--- config.mk ---
export PLATFORM = sky130hd
export DESIGN_NAME = cskip_adder_pipe
export DESIGN_NICKNAME = d
export VERILOG_FILES = /design/src/rtl/cskip_adder_pipe.sv
export SDC_FILE = /design/constraint.sdc
export NUM_CORES = 1
export LEC_CHECK = 0
export BUFFER_PORTS_ARGS = -buffer_cell sky130_fd_sc_hd__clkbuf_2
export CORE_UTILIZATION = 45
export DETAILED_ROUTE_END_ITERATION = 6
export SETUP_SLACK_MARGIN = 0.4
export SLEW_MARGIN = 30
export SYNTH_ARGS = -nofsm -noshare
export SYNTH_HDL_FRONTEND = slang
export SYNTH_SLANG_ARGS = --single-unit
--- constraint.sdc ---
create_clock -name clk -period 4.5 [get_ports clk]
set_input_delay 0.675 -clock clk [delete_from_list [all_inputs] [get_ports clk]]
set_output_delay 0.675 -clock clk [all_outputs]
set_load 0.05 [all_outputs]
--- src/rtl/cskip_adder_pipe.sv ---
// cskip_adder_pipe: carry-skip adder pipelined one block per stage, with
// valid/ready flow control. Optional overflow output under CSKIP_ADDER_OVF_EN.
`timescale 1ns/1ps
module cskip_adder_pipe #(
   parameter int unsigned WIDTH = 16,
   parameter int unsigned BLOCK = 4,
   localparam int unsigned NBLK = (BLOCK >= 1) ? WIDTH / BLOCK : 1
) (
   input  logic             clk,
   input  logic             rst,
   input  logic             in_valid,
   output logic             in_ready,
   input  logic [WIDTH-1:0] a,
   input  logic [WIDTH-1:0] b,
   input  logic             cin,
   output logic             out_valid,
   input  logic             out_ready,
   output logic [WIDTH-1:0] sum,
   output logic             cout,
   output logic [NBLK-1:0]  skip
`ifdef CSKIP_ADDER_OVF_EN
   ,
   output logic             ovf
`endif
);

   localparam int unsigned BW   = BLOCK + 1;
   localparam int unsigned BDIV = (BLOCK >= 1) ? BLOCK : 1;

   // Reject configurations that do not split evenly into blocks
   if ((BLOCK < 1) || ((WIDTH % BDIV) != 0)) begin : g_bad_cfg
      $error("cskip_adder_pipe: BLOCK must be >= 1 and divide WIDTH");
   end

   // Stage registers: index k holds the state produced by stage k
   logic             v_q [NBLK];
   logic             c_q [NBLK];
   logic [WIDTH-1:0] a_q [NBLK];
   logic [WIDTH-1:0] b_q [NBLK];
   logic [WIDTH-1:0] s_q [NBLK];
   logic [NBLK-1:0]  k_q [NBLK];
   logic             am_q [NBLK];
   logic             bm_q [NBLK];

   // Stage inputs (previous stage registers, or ports for stage 0)
   logic             v_p [NBLK];
   logic             c_p [NBLK];
   logic [WIDTH-1:0] a_p [NBLK];
   logic [WIDTH-1:0] b_p [NBLK];
   logic [WIDTH-1:0] s_p [NBLK];
   logic [NBLK-1:0]  k_p [NBLK];
   logic             am_p [NBLK];
   logic             bm_p [NBLK];

   // Stage next values
   logic             v_n [NBLK];
   logic             c_n [NBLK];
   logic [WIDTH-1:0] a_n [NBLK];
   logic [WIDTH-1:0] b_n [NBLK];
   logic [WIDTH-1:0] s_n [NBLK];
   logic [NBLK-1:0]  k_n [NBLK];

   logic [BLOCK-1:0] prop [NBLK];
   logic [BLOCK:0]   rip  [NBLK];
   logic             en;

   assign en       = out_ready | ~v_q[NBLK-1];
   assign in_ready = en;

   // Select each stage's source: ports for stage 0, previous stage otherwise
   always_comb begin
      v_p[0]  = in_valid;
      c_p[0]  = cin;
      a_p[0]  = a;
      b_p[0]  = b;
      s_p[0]  = '0;
      k_p[0]  = '0;
      am_p[0] = a[WIDTH-1];
      bm_p[0] = b[WIDTH-1];
      for (int k = 1; k < NBLK; k++) begin
         v_p[k]  = v_q[k-1];
         c_p[k]  = c_q[k-1];
         a_p[k]  = a_q[k-1];
         b_p[k]  = b_q[k-1];
         s_p[k]  = s_q[k-1];
         k_p[k]  = k_q[k-1];
         am_p[k] = am_q[k-1];
         bm_p[k] = bm_q[k-1];
      end
   end

   // Per-stage block add; operands are shifted so each stage sees its block in the low bits
   always_comb begin
      for (int k = 0; k < NBLK; k++) begin
         prop[k] = a_p[k][BLOCK-1:0] ^ b_p[k][BLOCK-1:0];
         rip[k]  = ({1'b0, a_p[k][BLOCK-1:0]} + {1'b0, b_p[k][BLOCK-1:0]}) + BW'(c_p[k]);
         v_n[k]  = v_p[k];
         a_n[k]  = a_p[k] >> BLOCK;
         b_n[k]  = b_p[k] >> BLOCK;
         s_n[k]  = s_p[k];
         s_n[k][k*BLOCK +: BLOCK] = rip[k][BLOCK-1:0];
         k_n[k]  = k_p[k];
         k_n[k][k] = &prop[k];
         c_n[k]  = (&prop[k]) ? c_p[k] : rip[k][BLOCK];
      end
   end

   // Pipeline registers; the whole pipe advances together or holds
   always_ff @(posedge clk or posedge rst) begin
      if (rst) begin
         for (int k = 0; k < NBLK; k++) begin
            v_q[k]  <= 1'b0;
            c_q[k]  <= 1'b0;
            a_q[k]  <= '0;
            b_q[k]  <= '0;
            s_q[k]  <= '0;
            k_q[k]  <= '0;
            am_q[k] <= 1'b0;
            bm_q[k] <= 1'b0;
         end
      end else if (en) begin
         for (int k = 0; k < NBLK; k++) begin
            v_q[k]  <= v_n[k];
            c_q[k]  <= c_n[k];
            a_q[k]  <= a_n[k];
            b_q[k]  <= b_n[k];
            s_q[k]  <= s_n[k];
            k_q[k]  <= k_n[k];
            am_q[k] <= am_p[k];
            bm_q[k] <= bm_p[k];
         end
      end
   end

   assign out_valid = v_q[NBLK-1];
   assign sum       = s_q[NBLK-1];
   assign cout      = c_q[NBLK-1];
   assign skip      = k_q[NBLK-1];

`ifdef CSKIP_ADDER_OVF_EN
   logic ovf_n;
   logic ovf_q;

   // Signed overflow: like-signed operands produce an opposite-signed sum
   always_comb begin
      ovf_n = (am_p[NBLK-1] == bm_p[NBLK-1]) && (s_n[NBLK-1][WIDTH-1] != am_p[NBLK-1]);
   end

   // Overflow flag travels with the final stage
   always_ff @(posedge clk or posedge rst) begin
      if (rst) begin
         ovf_q <= 1'b0;
      end else if (en) begin
         ovf_q <= ovf_n;
      end
   end

   assign ovf = ovf_q;
`endif

endmodule
==> results of run 1 <==
how the worst min path moves through the flow:
| stage | end | slack, ns | cells past startpoint |
|---|---|---|---|
| 2_1_floorplan | v_n[0] | 0.43 | 2 |
| 3_3_place_gp | v_n[0] | 0.44 | 2 |
| 3_5_place_dp | s_n[3] | 0.45 | 2 |
| 4_1_cts | s_n[2] | 0.47 | 2 |
| 5_1_grt | sum[7] | 0.46 | 2 |
| 6_report | sum[6] | 0.39 | 2 |
cell families after synthesis:
family / count (synthesis)
simple gates: 267
compound gates: 52
mux: 2
flops: 106
xor+xnor: 2
fa+ha+maj: 24
buf+inv: 51
power by group:
part,total (mW),internal [mW],switching (mW)
clock,0.545,0.222,0.323
combinational,1.57,0.521,1.05
sequential,1.57,1.35,0.215
total,3.68,2.10,1.59
cell type report:
class / count / area [um2]
clock buffer: 10 / 138
clock inverter: 6 / 48.8
fill: 986 / 4700
inverter: 27 / 109
multi-input combinational: 347 / 1790
sequential: 106 / 2650
tap: 133 / 166
timing repair buffer: 63 / 345
synth_stat cells (all sizes together), types with 5 or more instances:
cell type / n
nand2: 233
ha: 16
fa: 8
a21oi: 12
inv: 27
buf: 23
o21ai: 23
nor2b: 5
dfrtp: 106
nor2: 16
per-stage QoR:
step                      instances  total power, mW  utilization
after floorplan                 504             2.83            -
after global placement          675             3.11        0.506
after detailed placement        675             3.16        0.506
after CTS                       691             3.72        0.524
after global routing            692             3.99        0.527
final                           692             3.68        0.527
worst max-delay path, stage by stage (launching register included):
cell and delay [ns]:
dfrtp_1 0.39, nor2b_4 0.14, inv_4 0.45, clkbuf_2 0.39
layer usage:
layer  vias up  share of wire
li1       1672              -
met1      1534           0.49
met2        56           0.47
met3        10          0.032
met4         0          0.010
met5         -              0
sequential cells by signal (all words and copies together) (netlist names), 4 cells and up:
| name | flops |
|---|---|
| k_n | 6 |
| skip | 4 |
| b_n | 12 |
| a_n | 12 |
| s_n | 24 |
| sum | 16 |
| a_p | 12 |
| b_p | 12 |
==> impl_metrics.toml, run 1 <==
[route]
wire_per_inst_um = 11.9
drt_drc_violations_left = 0
vias_per_cell = 4.73
routed_wl_um = 8250
vias = 3272
postRouteAntennaNets = 0
drtPass1Iterations = 4
drtIter0Drc = 148

[critical_path]
crit_start = "out_valid"
crit_fanout = 66
path_class = "flip-flop to output pin"
critPathLaunchType = "flip-flop"
crit_path_end_kind = "output pin"
timing.rr.start = "out_valid"
worstPathArrival_ns = 1.74
r2r_end = "sum[14]"
rr_worst_depth = 5
required_ns = 3.83
r2r_slack_ns = 2.43
crit_end = "in_ready"

[floorplanning]
die_h_um = 104
coreArea_um2 = 9950
io_pins = 60
die_w_um = 104
initial_utilization = 0.473
die-area_um2 = 10900
placementRows = 36

[global_route]
grt_overflow_total = 0
grt_max_degree = 97
antenna_found_initial = 0
met1_usage = 0.221
use_met3 = 0.0307
use_met2 = 0.281
globalRouteTotalUtil = 0.167
grt_pass1_wl_um = 14900
busiest_layer = "met2"
first_global_vias = 3282

[synthesis]
synth_edf_count = 0
synthMuxAreaShare = 0.00425
synth_top_cell_by_area = "dfrtp_1"
yosys_warnings = 0
synth_ff_type = "dfrtp_1"
yosys.area_share.simple = 0.224
synth.distinct_cells = 28
async_reset_ff_frac = 1.00
synthTopCellsByArea = "dfrtp_1, nand2_1, ha_1, fa_1, o21ai_0"
synth_top_family_by_area = "simple AND/OR/NAND/NOR gates"
synth_compound_area_frac = 0.0718
netlist_area_um2 = 4710
yosysSeqAreaShare = 0.564
synth_top_area_share = 0.564
synth_nets = 565
synthCells = 504
syn_avg_cell_area_um2 = 9.34
ys_ff_latch = 106
synth-xor-area-share = 0.00372
synth_fa_ha_area_frac = 0.0766

[sta]
holdWs_ns = 0.394
tns_ns = 0
timing.final.hold_violations = 0
clock_skew_ns = 0.0132
maxSlewViolCount = 0
setup_viol = 0
max-slew-margin-rel = 0.558
fin_crit_ns = 2.42
period_share = 0.537
setup_ws_ns = 2.08
worstMarginPinSlew_ns = 0.663
grt_setup_unrepaired = "false"
fmax_mhz = 414

[clock_tree]
root_buffer = "clkbuf_8"
tritoncts = "built"
post-cts-setup-buffer-count = 0
clkTransAtPathRegs_ns = 0.10
clkLatencyLatePin_ns = 0.36
hold_buffers = 0
cts_made_buffers = 9
post_cts_resized = 0
cts_buffer_depth = 2
clock-sinks = 106
cts-htree-levels = 3

[pwr]
pwr_density_cell_nw_per_um2 = 701
ir_drop_v = 0.000306
power.leakage_nw = 2.79

[finish]
antenna_cells = 0
most-common-layout-cells = "nand2_1, dfrtp_1, clkbuf_2, inv_1, o21ai_0"
area_growth_pct = 11.6
final_area_um2 = 5250
nets = 615
layout_commonest_cell = "nand2_1"
drive_above_1_share = 0.165

[placement]
port_buffers = 59
place_congestion = 0.776
placed_cell_area_um2 = 5030
post-dp-hpwl_um = 5490
pre_cts_slack_ns = 2.11

[worst_hold_path]
hold_path.class = "primary input to asynchronous set/reset pin"

[run_status]
status = "finished, final reports clean"

[flow_run]
maxCapViolCount = 0
No activity file was read; power rests on OpenSTA's default activity.
==> inputs of run 2 (changes only) <==
--- a/config.mk
+++ b/config.mk
@@ -8,6 +8,7 @@
 export BUFFER_PORTS_ARGS = -buffer_cell sky130_fd_sc_hd__clkbuf_2
 export CORE_UTILIZATION = 45
 export DETAILED_ROUTE_END_ITERATION = 6
+export PLACE_DENSITY = 0.67
 export SETUP_SLACK_MARGIN = 0.4
 export SLEW_MARGIN = 30
 export SYNTH_ARGS = -nofsm -noshare
==> constraint.sdc (replaced) <==
create_clock -name clk -period 2.1 [get_ports clk]
set_input_delay 0.315 -clock clk [delete_from_list [all_inputs] [get_ports clk]]
set_output_delay 0.315 -clock clk [all_outputs]
set_load 0.05 [all_outputs]
==> run 2 against run 1 <==
Compared with the run above:
- sequential share of layout area decreased by 1.4 points
- critical path type is now flip-flop to flip-flop
- critical path depth rose by 3
- clock skew shrank 0.00096 ns
==> impl_metrics.toml, run 2 (same netlist as run 1, synthesis figures left out) <==
[run_status]
status = "finished, final reports clean"

[sta]
worstMarginPinSlew_ns = 0.550
holdWs_ns = 0.0854
grt_setup_unrepaired = "true"
tns_ns = 0
timing.final.hold_violations = 0
fin_crit_ns = 1.64
period_share = 0.782
max-slew-margin-rel = 0.633
maxSlewViolCount = 0
setup_viol = 0
fmax_mhz = 609
clock_skew_ns = 0.0123

[global_route]
grt_overflow_total = 0
antenna_found_initial = 0
grt_pass1_wl_um = 14900
first_global_vias = 3325
globalRouteTotalUtil = 0.167
grt_max_degree = 107

[route]
wire_per_inst_um = 12.1
routed_wl_um = 8480
wl_met3_um = 213
drt_drc_violations_left = 0
vias = 3380
postRouteAntennaNets = 0
drtIter0Drc = 160
vias_per_cell = 4.81
drtPass1Iterations = 4
drt-met1-wl_um = 4200
top_layer = "met4"
wl_met2_um = 3920

[finish]
multiInputGateArea_um2 = 1810
area_growth_pct = 14.8
layout_commonest_cell = "nand2_1"
antenna_cells = 0
most-common-layout-cells = "nand2_1, dfrtp_1, clkbuf_2, inv_1, o21ai_0"
nets = 626
seq_area_um2 = 2650
drive_above_1_share = 0.195
largest_register_ffs = 24
fill_cells = 934

[placement]
post-dp-hpwl_um = 5410
place_congestion = 0.813
port_buffers = 59

[clock_tree]
tritoncts = "built"
hold_buffers = 0
cts_buffer_depth = 2
cts-htree-levels = 3
clock-sinks = 106
cts_made_buffers = 9
root_buffer = "clkbuf_8"
clkLatencyLatePin_ns = 0.36
clkTransAtPathRegs_ns = 0.10

[critical_path]
cp_slowest_stage_delay_ns = 0.41
worstPathCellList = "inv_1, fa_2, fa_2, nor2_2, o21ai_0, a31oi_1"
crit_family = "adder cells"
path_class = "flip-flop to flip-flop"
crit_top_cell = "fa_2"
crit_fanout = 2
critPathLaunchType = "flip-flop"
worstPathArrival_ns = 1.93
crit_path_end_kind = "flip-flop"
worstPathBufferInverterCount = 1
crit_slowest_cell = "fa_2"
required_ns = 2.39

[floorplanning]
die_h_um = 104
die-area_um2 = 10900
die_w_um = 104
coreArea_um2 = 9950
placementRows = 36
initial_utilization = 0.473
io_pins = 60

[pwr]
pwr_density_cell_nw_per_um2 = 1520
ir_drop_v = 0.000641
power.leakage_nw = 2.86

[worst_hold_path]
hold_path.class = "primary input to asynchronous set/reset pin"

[flow_run]
maxCapViolCount = 0
## run 2: changes by cell type in the layout (fill, tap and decap cells not counted), moves of 2 or more
cell     delta
o21ai_0     -2
o21ai_1     +2
buf_12      +2
inv_2       +2
fa_2        +6
buf_4       +8
inv_1       -2
fa_1        -6
## run 2: stage by stage
stage | util | instance area [um2] | setup slack (ns) | cells | power, mW
after floorplan | - | 4710 | 0.467 | 504 | 6.07
after global placement | 0.510 | 5070 | 0.375 | 677 | 6.67
after detailed placement | 0.510 | 5070 | 0.341 | 677 | 6.79
after CTS | 0.533 | 5300 | 0.393 | 692 | 8.12
after global routing | 0.543 | 5400 | 0.348 | 702 | 8.86
final | 0.543 | 5400 | 0.457 | 702 | 8.22
## run 2: report_power, final
part           switching [mW]  internal [mW]  total, mW
logic                    2.32           1.29       3.61
clock network           0.665          0.581       1.25
registers               0.462           2.90       3.37
total                    3.45           4.77       8.22
## run 2: metal layers
metal,GRT usage,vias to the layer above
li1,-,1694
met1,0.224,1624
met2,0.272,49
met3,0.0219,13
met4,0.0765,0
met5,0,-
## run 2: what timing repair did
item / 4_1_cts / 5_1_grt
gates cloned: 0 / 1
endpoints found under the setup margin: 5 / 7
setup buffers: 0 / 9
gates resized for setup: 11 / 8
pin swaps: 0 / 9
## run 2: path summary, 6_finish.rpt
path | startpoint | to | slack [ns] | cells after the start
worst min register to register | v_n[0] | v_n[0] | 0.46 | 2
worst max-delay path | b_p[32] | c_p[1] | 0.46 | 6
worst min-delay path | rst | sum[3] | 0.09 | 3
worst max register to register | b_p[32] | c_p[1] | 0.46 | 6
max in group asynchronous | rst | a_p[16] | 1.59 | 3
min in group clk | a[6] | a_p[34] | 0.14 | 3
## run 2: cell type report
type	count	area share
clock buffer	11	0.0262
clock inverter	4	0.00949
inverter	27	0.0218
multi-input combinational	347	0.335
sequential	106	0.491
tap	133	0.0308
timing repair buffer	73	0.0843
timing repair inverter	1	0.00162
## run 2: worst register-to-register path: cells and delay by family, from the launching register on
family	cells	cell delay (ns)
flops	1	0.36
fa+ha+maj	2	0.80
buf+inv	1	0.07
simple gates	1	0.10
compound gates	2	0.25
==> inputs of run 3 (changes only) <==
--- a/config.mk
+++ b/config.mk
@@ -8,7 +8,6 @@
 export BUFFER_PORTS_ARGS = -buffer_cell sky130_fd_sc_hd__clkbuf_2
 export CORE_UTILIZATION = 45
 export DETAILED_ROUTE_END_ITERATION = 6
-export PLACE_DENSITY = 0.67
 export SETUP_SLACK_MARGIN = 0.4
 export SLEW_MARGIN = 30
 export SYNTH_ARGS = -nofsm -noshare
==> constraint.sdc (replaced) <==
create_clock -name clk -period 1.6 [get_ports clk]
set_input_delay 0.24 -clock clk [delete_from_list [all_inputs] [get_ports clk]]
set_output_delay 0.24 -clock clk [all_outputs]
set_load 0.05 [all_outputs]
==> run 3 against run 2 <==
Compared with the run above:
- largest power group unchanged
- design area grew 45%
- hold slack lost 0.11 ns
- sequential power grew 47%
- clock power grew 34%
- highest routed layer unchanged
- wire length grew 57%
- the run now ends with negative hold slack, negative setup slack left
==> impl_metrics.toml, run 3 (same netlist as run 1, synthesis figures left out) <==
[run_status]
status = "finished with violations"
failed_checks = "negative hold slack, negative setup slack"

[finish]
fill_cells = 583
nets = 704
final_cells = 780
seq_area_um2 = 2650
multiInputGateArea_um2 = 2730
most-common-layout-cells = "nand2_2, dfrtp_1, nand2_4, nand2_1, clkbuf_2"
area_growth_pct = 67.0
antenna_cells = 0
largest_register_ffs = 24
drive_above_1_share = 0.618
layout_commonest_cell = "nand2_2"

[floorplanning]
placementRows = 36
die-area_um2 = 10900
die_h_um = 104
coreArea_um2 = 9950
io_pins = 60
die_w_um = 104
initial_utilization = 0.473

[clock_tree]
root_buffer = "clkbuf_8"
cts-htree-levels = 3
clock-sinks = 106
clkLatencyLatePin_ns = 0.37
cts_made_buffers = 9
hold_buffers = 0
clkTransAtPathRegs_ns = 0.11
tritoncts = "built"
cts_buffer_depth = 2

[route]
drtPass1Iterations = 4
drt_drc_violations_left = 0
postRouteAntennaNets = 0
routed_wl_um = 13400
vias = 3999
vias_per_cell = 5.13
wire_per_inst_um = 17.1
drtIter0Drc = 166

[sta]
setup_viol = 5
grt_setup_unrepaired = "true"
worstMarginPinSlew_ns = 0.590
holdWs_ns = -0.0236
clock_skew_ns = 0.0142
timing.final.hold_violations = 15
period_share = 1.09
max-slew-margin-rel = 0.607
maxSlewViolCount = 0
fin_crit_ns = 1.75
fmax_mhz = 571
setup_ws_ns = -0.151

[placement]
post-dp-hpwl_um = 5650
place_congestion = 0.789
placedCellCount = 683
port_buffers = 59

[pwr]
ir_drop_v = 0.00112
power.leakage_nw = 3.98
pwr_density_cell_nw_per_um2 = 2030

[global_route]
globalRouteTotalUtil = 0.219
first_global_vias = 3797
grt_pass1_wl_um = 18700
antenna_found_initial = 0
grt_overflow_total = 0
grt_max_degree = 107

[critical_path]
worstPathArrival_ns = 2.03
crit_fanout = 2
required_ns = 1.88
crit_path_end_kind = "flip-flop"
critPathLaunchType = "flip-flop"
path_class = "flip-flop to flip-flop"

[flow_run]
maxCapViolCount = 0

[worst_hold_path]
hold_path.class = "primary input to asynchronous set/reset pin"
-- run 3: cell types whose count changed in the layout (fill, tap and decap cells not counted), moves of 12 or more --
cell / delta
nand2_4: +62
buf_4: +21
buf_8: +29
nand2_1: -176
clkbuf_2: -22
buf_12: +15
o21ai_0: -20
buf_6: +12
nand2_2: +114
clkbuf_16: +12
-- run 3: repair_timing --
item	in CTS	in global routing
pin swaps	143	90
setup buffers	31	26
resized for setup	245	202
endpoints found under the setup margin	83	128
cloned	13	12
-- run 3: metal layers --
| metal | part of all wire | wire length, um | up-vias | global-route usage |
|---|---|---|---|---|
| met5 | 0 | 0 | - | 0 |
| met4 | 0.026 | 350 | 0 | 0.0684 |
| met3 | 0.036 | 481 | 29 | 0.0401 |
| met2 | 0.53 | 7140 | 93 | 0.368 |
| met1 | 0.40 | 5380 | 2006 | 0.287 |
| li1 | - | - | 1871 | - |
-- run 3: cell type report --
class                           count  area share
Tap cell                          133      0.0212
Multi-Input combinational cell    347       0.347
Sequential cell                   106       0.338
Clock buffer                        9      0.0158
Timing Repair Buffer              152       0.256
Inverter                           27      0.0143
Clock inverter                      6     0.00828
-- run 3: where the power goes --
group | leakage, nW | switching, mW | internal [mW] | total, mW
Combinational | 2.60 | 4.55 | 4.74 | 9.29
Clock | 0.0959 | 0.946 | 0.723 | 1.67
Sequential | 1.29 | 1.16 | 3.81 | 4.97
-- run 3: through the flow --
step / setup TNS, ns / utilization / worst slack, ns / total power [mW] / cell area [um2]
2_1_floorplan: 0 / - / 0.0719 / 8.02 / 4730
3_3_place_gp: -0.00869 / 0.517 / -0.00869 / 8.95 / 5150
3_5_place_dp: -0.0508 / 0.517 / -0.0486 / 9.07 / 5150
4_1_cts: -0.000274 / 0.675 / -0.000274 / 13.4 / 6720
5_1_grt: -0.698 / 0.789 / -0.190 / 16.8 / 7860
6_report: -0.391 / 0.789 / -0.151 / 15.9 / 7860
-- run 3: path summary, 6_finish.rpt --
kind	startpoint	endpoint	slack (ns)	depth (start not counted)
max in group asynchronous	rst	b_p[32]	1.13	3
worst max register to register	c_p[1]	c_p[0]	-0.15	6
worst max-delay path	c_p[1]	c_p[0]	-0.15	6
min in group clk	a[6]	a_p[34]	0.06	3
worst min register to register	b_p[19]	b_p[19]	0.50	2
worst min-delay path	rst	sum[6]	-0.02	3
-- run 3: worst max-delay path, cell delays in order, from the launching register on --
cell,delay [ns]
dfrtp_1,0.37
inv_2,0.07
fa_2,0.43
fa_2,0.40
nor2b_1,0.13
o21ai_1,0.07
a31oi_1,0.21
